[config.mk]
export PLATFORM = sky130hd
export DESIGN_NAME = fir_axi_host
export DESIGN_NICKNAME = d
export VERILOG_FILES = /design/src/rtl/fir_host_pkg.sv /design/src/rtl/fir_host_fifo.sv /design/src/rtl/fir_axi_host.sv
export SDC_FILE = /design/constraint.sdc
export NUM_CORES = 1
export LEC_CHECK = 0
export CAP_MARGIN = 20
export CORE_AREA = 2 2 159 161
export DETAILED_ROUTE_END_ITERATION = 12
export DIE_AREA = 0 0 161 163
export PLACE_DENSITY_LB_ADDON = 0.12
export SETUP_SLACK_MARGIN = 0.02
export SYNTH_ARGS = -nofsm -noshare
export SYNTH_HDL_FRONTEND = slang
export SYNTH_SLANG_ARGS = --single-unit
[constraint.sdc]
create_clock -name axis_clk -period 3 [get_ports axis_clk]
set_input_delay 0.6 -clock axis_clk [delete_from_list [all_inputs] [get_ports axis_clk]]
set_output_delay 0.6 -clock axis_clk [all_outputs]
set_load 0.01 [all_outputs]
[src/rtl/fir_host_pkg.sv]
// Shared definitions for the FIR host: AXI-Lite FSM states, FIR register map
// offsets and ap_ctrl bit positions.
package fir_host_pkg;

    typedef enum logic [2:0] {
        AXIL_IDLE,
        AXIL_WRITE,
        AXIL_READ_A,
        AXIL_READ_D,
        AXIL_RESP
    } axil_state_e;

    localparam logic [11:0] ADDR_AP_CTRL  = 12'h000;
    localparam logic [11:0] ADDR_DATA_LEN = 12'h010;
    localparam logic [11:0] ADDR_TAP_BASE = 12'h040;

    localparam int unsigned AP_START    = 0;
    localparam int unsigned AP_DONE     = 1;
    localparam int unsigned AP_IDLE     = 2;
    localparam int unsigned AP_SS_READY = 4;
    localparam int unsigned AP_SM_READY = 5;

endpackage

[src/rtl/fir_host_fifo.sv]
// Synchronous FIFO with wrap-bit pointers; head is presented combinationally.
// A push while full is refused even if a pop happens in the same cycle.
module fir_host_fifo #(
    parameter int unsigned WIDTH = 33,
    parameter int unsigned DEPTH = 4
) (
    input  logic             clk_i,
    input  logic             rst_ni,
    input  logic             clr_i,
    input  logic             push_i,
    input  logic [WIDTH-1:0] data_i,
    output logic             full_o,
    input  logic             pop_i,
    output logic             empty_o,
    output logic [WIDTH-1:0] head_o
);

    localparam int unsigned AW = $clog2(DEPTH);

    logic [WIDTH-1:0] mem_q [DEPTH];
    logic [AW:0]      wr_ptr_q, rd_ptr_q;
    logic             push_ok, pop_ok;

    assign empty_o = (wr_ptr_q == rd_ptr_q);
    assign full_o  = (wr_ptr_q[AW] != rd_ptr_q[AW]) &&
                     (wr_ptr_q[AW-1:0] == rd_ptr_q[AW-1:0]);
    assign push_ok = push_i && !full_o;
    assign pop_ok  = pop_i && !empty_o;
    assign head_o  = mem_q[rd_ptr_q[AW-1:0]];

    always_ff @(posedge clk_i or negedge rst_ni) begin
        if (!rst_ni) begin
            wr_ptr_q <= '0;
            rd_ptr_q <= '0;
            for (int unsigned i = 0; i < DEPTH; i++) begin
                mem_q[i] <= '0;
            end
        end else if (clr_i) begin
            wr_ptr_q <= '0;
            rd_ptr_q <= '0;
        end else begin
            if (push_ok) begin
                mem_q[wr_ptr_q[AW-1:0]] <= data_i;
                wr_ptr_q                <= wr_ptr_q + 1'b1;
            end
            if (pop_ok) begin
                rd_ptr_q <= rd_ptr_q + 1'b1;
            end
        end
    end

endmodule

[src/rtl/fir_axi_host.sv]
// Host-side FIR interface: AXI-Lite register master, X[n] stream source, Y[n] sink.
// Define AXIL_TIMEOUT_EN to enable the AXI-Lite watchdog (rsp_err on expiry).
module fir_axi_host
    import fir_host_pkg::*;
#(
    parameter int unsigned pADDR_WIDTH    = 12,
    parameter int unsigned pDATA_WIDTH    = 32,
    parameter int unsigned FIFO_DEPTH     = 4,
    parameter int unsigned TIMEOUT_CYCLES = 64
) (
    input  logic                   axis_clk,
    input  logic                   axis_rst_n,
    input  logic                   cmd_valid,
    output logic                   cmd_ready,
    input  logic                   cmd_write,
    input  logic [pADDR_WIDTH-1:0] cmd_addr,
    input  logic [pDATA_WIDTH-1:0] cmd_wdata,
    output logic                   rsp_valid,
    output logic [pDATA_WIDTH-1:0] rsp_rdata,
    output logic                   rsp_err,
    output logic                   awvalid,
    input  logic                   awready,
    output logic [pADDR_WIDTH-1:0] awaddr,
    output logic                   wvalid,
    input  logic                   wready,
    output logic [pDATA_WIDTH-1:0] wdata,
    output logic                   arvalid,
    input  logic                   arready,
    output logic [pADDR_WIDTH-1:0] araddr,
    input  logic                   rvalid,
    output logic                   rready,
    input  logic [pDATA_WIDTH-1:0] rdata,
    input  logic                   tx_valid,
    output logic                   tx_ready,
    input  logic [pDATA_WIDTH-1:0] tx_data,
    input  logic                   tx_last,
    output logic                   ss_tvalid,
    input  logic                   ss_tready,
    output logic [pDATA_WIDTH-1:0] ss_tdata,
    output logic                   ss_tlast,
    input  logic                   sm_tvalid,
    output logic                   sm_tready,
    input  logic [pDATA_WIDTH-1:0] sm_tdata,
    input  logic                   sm_tlast,
    output logic                   rx_valid,
    input  logic                   rx_ready,
    output logic [pDATA_WIDTH-1:0] rx_data,
    output logic                   rx_last,
    output logic [31:0]            rx_count,
    output logic                   done_seen,
    input  logic                   stream_clr
);

    axil_state_e            state_q, state_d;
    logic [pADDR_WIDTH-1:0] addr_q, addr_d;
    logic [pDATA_WIDTH-1:0] wdata_q, wdata_d;
    logic [pDATA_WIDTH-1:0] rdata_q, rdata_d;
    logic                   aw_done_q, aw_done_d;
    logic                   w_done_q, w_done_d;

`ifdef AXIL_TIMEOUT_EN
    localparam int unsigned TW = $clog2(TIMEOUT_CYCLES + 1);
    logic [TW-1:0] tmo_q, tmo_d;
    logic          err_q, err_d;
`endif

    assign awaddr    = addr_q;
    assign araddr    = addr_q;
    assign wdata     = wdata_q;
    assign rsp_rdata = rdata_q;

    always_ff @(posedge axis_clk or negedge axis_rst_n) begin
        if (!axis_rst_n) begin
            state_q   <= AXIL_IDLE;
            addr_q    <= '0;
            wdata_q   <= '0;
            rdata_q   <= '0;
            aw_done_q <= 1'b0;
            w_done_q  <= 1'b0;
        end else begin
            state_q   <= state_d;
            addr_q    <= addr_d;
            wdata_q   <= wdata_d;
            rdata_q   <= rdata_d;
            aw_done_q <= aw_done_d;
            w_done_q  <= w_done_d;
        end
    end

    always_comb begin
        state_d   = state_q;
        addr_d    = addr_q;
        wdata_d   = wdata_q;
        rdata_d   = rdata_q;
        aw_done_d = aw_done_q;
        w_done_d  = w_done_q;
        cmd_ready = 1'b0;
        awvalid   = 1'b0;
        wvalid    = 1'b0;
        arvalid   = 1'b0;
        rready    = 1'b0;
        rsp_valid = 1'b0;
        case (state_q)
            AXIL_IDLE: begin
                cmd_ready = 1'b1;
                if (cmd_valid) begin
                    addr_d    = cmd_addr;
                    wdata_d   = cmd_wdata;
                    aw_done_d = 1'b0;
                    w_done_d  = 1'b0;
                    state_d   = cmd_write ? AXIL_WRITE : AXIL_READ_A;
                end
            end
            AXIL_WRITE: begin
                // AW and W complete independently; each valid drops once its own handshake is done
                awvalid = !aw_done_q;
                wvalid  = !w_done_q;
                if (awvalid && awready) aw_done_d = 1'b1;
                if (wvalid && wready)   w_done_d  = 1'b1;
                if (aw_done_d && w_done_d) state_d = AXIL_RESP;
            end
            AXIL_READ_A: begin
                arvalid = 1'b1;
                if (arready) state_d = AXIL_READ_D;
            end
            AXIL_READ_D: begin
                rready = 1'b1;
                if (rvalid) begin
                    rdata_d = rdata;
                    state_d = AXIL_RESP;
                end
            end
            AXIL_RESP: begin
                rsp_valid = 1'b1;
                state_d   = AXIL_IDLE;
            end
            default: state_d = AXIL_IDLE;
        endcase

`ifdef AXIL_TIMEOUT_EN
        tmo_d = '0;
        err_d = err_q;
        if (state_q == AXIL_IDLE && cmd_valid) err_d = 1'b0;
        if (state_q == AXIL_WRITE || state_q == AXIL_READ_A || state_q == AXIL_READ_D) begin
            tmo_d = tmo_q + 1'b1;
            if (tmo_q == TW'(TIMEOUT_CYCLES - 1) && state_d != AXIL_RESP) begin
                state_d = AXIL_RESP;
                err_d   = 1'b1;
                if (state_q != AXIL_WRITE) rdata_d = '0;
            end
        end
`endif
    end

`ifdef AXIL_TIMEOUT_EN
    always_ff @(posedge axis_clk or negedge axis_rst_n) begin
        if (!axis_rst_n) begin
            tmo_q <= '0;
            err_q <= 1'b0;
        end else begin
            tmo_q <= tmo_d;
            err_q <= err_d;
        end
    end
    assign rsp_err = err_q;
`else
    assign rsp_err = 1'b0;
`endif

    logic                 tx_full, tx_empty;
    logic [pDATA_WIDTH:0] tx_head;

    fir_host_fifo #(
        .WIDTH (pDATA_WIDTH + 1),
        .DEPTH (FIFO_DEPTH)
    ) u_tx_fifo (
        .clk_i   (axis_clk),
        .rst_ni  (axis_rst_n),
        .clr_i   (stream_clr),
        .push_i  (tx_valid),
        .data_i  ({tx_last, tx_data}),
        .full_o  (tx_full),
        .pop_i   (ss_tready),
        .empty_o (tx_empty),
        .head_o  (tx_head)
    );

    assign tx_ready  = !tx_full;
    assign ss_tvalid = !tx_empty;
    assign ss_tdata  = tx_head[pDATA_WIDTH-1:0];
    assign ss_tlast  = tx_head[pDATA_WIDTH];

    logic                   rx_valid_q, rx_last_q, done_q;
    logic [pDATA_WIDTH-1:0] rx_data_q;
    logic [31:0]            rx_count_q;
    logic                   sm_hs;

    assign sm_tready = !rx_valid_q || rx_ready;
    assign sm_hs     = sm_tvalid && sm_tready;
    assign rx_valid  = rx_valid_q;
    assign rx_data   = rx_data_q;
    assign rx_last   = rx_last_q;
    assign rx_count  = rx_count_q;
    assign done_seen = done_q;

    // stream_clr outranks any handshake landing in the same cycle
    always_ff @(posedge axis_clk or negedge axis_rst_n) begin
        if (!axis_rst_n) begin
            rx_valid_q <= 1'b0;
            rx_data_q  <= '0;
            rx_last_q  <= 1'b0;
            rx_count_q <= '0;
            done_q     <= 1'b0;
        end else if (stream_clr) begin
            rx_valid_q <= 1'b0;
            rx_count_q <= '0;
            done_q     <= 1'b0;
        end else begin
            if (sm_hs) begin
                rx_valid_q <= 1'b1;
                rx_data_q  <= sm_tdata;
                rx_last_q  <= sm_tlast;
                rx_count_q <= rx_count_q + 32'd1;
                if (sm_tlast) done_q <= 1'b1;
            end else if (rx_ready) begin
                rx_valid_q <= 1'b0;
            end
        end
    end

endmodule

==> results.md, run 1 <==
- DR pass1 iterations: 4
- Ports: 353
- Commonest non-fill, non-tap cells in the layout: clkdlybuf4s50_1 (350), dfrtp_1 (285), mux2_2 (241), nor2_1 (45), clkbuf_16 (37)
- Period utilization: 0.968
- Drt initial violations: 349
- Grt total ovfl: 0
- Die H: 163 um
- Post-synth cell types: 36
- Final Max Slew Viols: 0
- Chip width: 161 um
- Power Density: 862 mW/mm2
- Fill count: 1789
- Total global-route track usage: 0.230
- Outcome: complete, no violations
- Crit start category: flop
- Hold crit path type: primary input to asynchronous set/reset pin
- Setup-failing EPs final: 0
- Synthesized Nets: 991
- CTS buffer count: 34
- Pre-CTS WS: 0.362 ns
- Non-filler cells, final: 1536
- Setup tns final: 0 ns
- RSZ-0062 raised after global routing: no
- CTS resizes: 0
- Maxcap violations: 0
- DR vias: 8075
- RePlAce Congestion: 0.789
- Cell Count Post-Placement: 1477
- Critical-path maximum fanout: 15
- Number of global-route vias before repair: 8734
- Final setup skew: 0.0127 ns
- Crit path from: u_tx_fifo.rd_ptr_q[0]
- Worst-skew pair later-pin latency: 0.49 ns
- Clock Tree Buf Depth: 3
- Initial core utilization: 0.491
- Final min period: 2.90 ns
- First-pass GRT wire length: 47300 um
- Seq/Total Area, Yosys: 0.590
- Reg2Reg Launch Point: u_tx_fifo.rd_ptr_q[1]
- H-tree depth: 2
- Residual DRC count: 0
- Root Driver: clkbuf_16
- Routed Antenna Nets: 0
- Post-CTS Setup Inserts: 0
- Prevailing post-synth register cell: dfrtp_1
- Port Buffers: 351
- Syn Inst Count: 830
- Largest net degree at the start of global routing: 69
- Setup CP Type: flop to output pin
- EDFF count, synth: 0
- Post-DR vias/cell: 5.26
- VDD IR max: 0.000613 V
- Ys async rst share: 1.00
- Nets: 1344
- Leak pwr: 7.20 nW
- Synth Area per Inst: 14.6 um2
- Rows: 58
- Peak Freq: 344 MHz
- Hold Fails Final Rpt: 0
- Core area: 0.0247 mm2
- Max-slew headroom: 0.629
- PnR worst setup slack: 0.0964 ns
- Synth-to-Final Area Change: 41.6%
- CTS tree: done
- Initial antenna violation count: 1
- Avg WL per Cell: 19.4 um
- CP arrival: 2.30 ns
- Share of layout cells above drive strength 1: 0.299
- Critical path capture point type: output pin
- Mapped cell area: 0.0121 mm2
- Ant diodes: 0
- #FFs+latches synth: 286
- Clk pin slew, worst setup/hold paths: 0.06 ns
- Yosys warning count: 0
- Worst-margin pin slew: 0.551 ns
- Required time worst endpoint: 2.40 ns
- Area of the die: 0.0262 mm2
- Most common cell after layout, fill and taps aside: clkdlybuf4s50_1
- Detail Placement HPWL: 20900 um
- Final wirelength: 29700 um
- Clock sinks: 286
- Hold_buf cts: 0
[synth_stat cells, types with 2 or more instances]
| library cell | number | area share |
|---|---|---|
| o21ai_0 | 5 | 0.0021 |
| and3_1 | 4 | 0.0021 |
| nor3b_1 | 2 | 0.0012 |
| dfrtp_1 | 286 | 0.59 |
| a211oi_1 | 2 | 0.0012 |
| a21oi_1 | 11 | 0.0045 |
| nor2_1 | 46 | 0.014 |
| or3_1 | 6 | 0.0031 |
| inv_1 | 7 | 0.0022 |
| nand2_1 | 29 | 0.0090 |
| buf_1 | 6 | 0.0019 |
| nand2b_1 | 3 | 0.0015 |
| or4_1 | 2 | 0.0012 |
| and3b_1 | 3 | 0.0022 |
| buf_4 | 13 | 0.0080 |
| buf_2 | 14 | 0.0058 |
| nand4_1 | 8 | 0.0041 |
| nand3_1 | 11 | 0.0045 |
| nor4_1 | 15 | 0.0077 |
| clkbuf_1 | 25 | 0.0077 |
| ha_1 | 6 | 0.0062 |
| xnor2_1 | 25 | 0.018 |
| or2_2 | 2 | 0.0010 |
| nor3_1 | 7 | 0.0029 |
| xor2_1 | 9 | 0.0065 |
| mux4_2 | 33 | 0.061 |
| mux2_2 | 241 | 0.22 |
[through the flow]
step	util	total power (W)	hold WS [ns]	instance area (um2)
floorplan	-	0.00818	0.304	12100
global placement	0.650	0.0107	0.482	16000
detailed placement	0.650	0.0108	0.488	16000
CTS	0.696	0.0150	0.0575	17200
global route	0.696	0.0155	0.0646	17200
finish	0.696	0.0148	0.0360	17200
[critical path, stage by stage (launching register included)]
cell             delay [ns]
dfrtp_2                0.38
buf_4                  0.31
mux4_2                 0.55
clkdlybuf4s50_1        0.56
[worst paths after layout]
| check | cells past startpoint | slack [ns] | endpoint |
|---|---|---|---|
| hold reg to reg | 1 | 0.50 | u_tx_fifo.mem_q[3] |
| setup reg to reg | 7 | 0.66 | u_tx_fifo.mem_q[127] |
| hold / removal | 1 | 0.04 | rsp_rdata[15] |
| max in group asynchronous | 2 | 2.24 | u_tx_fifo.mem_q[76] |
| min in group axis_clk | 1 | 0.50 | u_tx_fifo.mem_q[3] |
| setup / recovery | 3 | 0.1 | ss_tdata[16] |
[area by class of cell]
class                           instances  area [um2]  share of cell area
Inverter                                7        26.3             0.00153
Clock inverter                          7        62.6             0.00364
Tap cell                              330         413              0.0240
Clock buffer                           52        1070              0.0624
Sequential cell                       286        7160               0.417
Timing Repair Buffer                  376        3780               0.220
Multi-Input combinational cell        478        4660               0.271
[state kept, by name, summed over array words and instances (netlist names), 3 cells and up]
name / cells
rx_data: 32
u_tx_fifo.rd_ptr_q: 3
rsp_rdata: 32
state_q: 3
rx_count: 32
u_tx_fifo.wr_ptr_q: 3
u_tx_fifo.mem_q: 132
wdata: 32
araddr: 12
[routing by layer]
layer,GRT usage,wire length [um]
met4,0.0735,845
met3,0.0746,2280
met1,0.275,11700
met5,0,11
met2,0.396,14900
[power by group]
group	switching (W)	internal, W	total [W]	leakage (nW)
clock	0.00152	0.00254	0.00406	0.562
sequential	0.000670	0.00507	0.00574	3.55
combinational	0.00182	0.00319	0.00501	3.09
total	0.00401	0.0108	0.0148	7.20
[cells by family after synthesis]
| family | Yosys count | share of synthesized area |
|---|---|---|
| multiplexers | 275 | 0.286 |
| buffers and inverters | 66 | 0.0260 |
| AO/OA/AOI/OAI | 19 | 0.00836 |
| AND/OR/NAND/NOR | 143 | 0.0585 |
| other | 1 | 0.000309 |
| flip-flops | 286 | 0.590 |
| adder cells (fa/ha/maj) | 6 | 0.00619 |
| XOR/XNOR | 34 | 0.0246 |
No activity file was read; power rests on OpenSTA's default activity.
==> run 2, diff against run 1 <==
CAP_MARGIN = 10   (was 20)
==> results of run 2 <==
Final layout, timing and power as in run 1 (identical DEF).
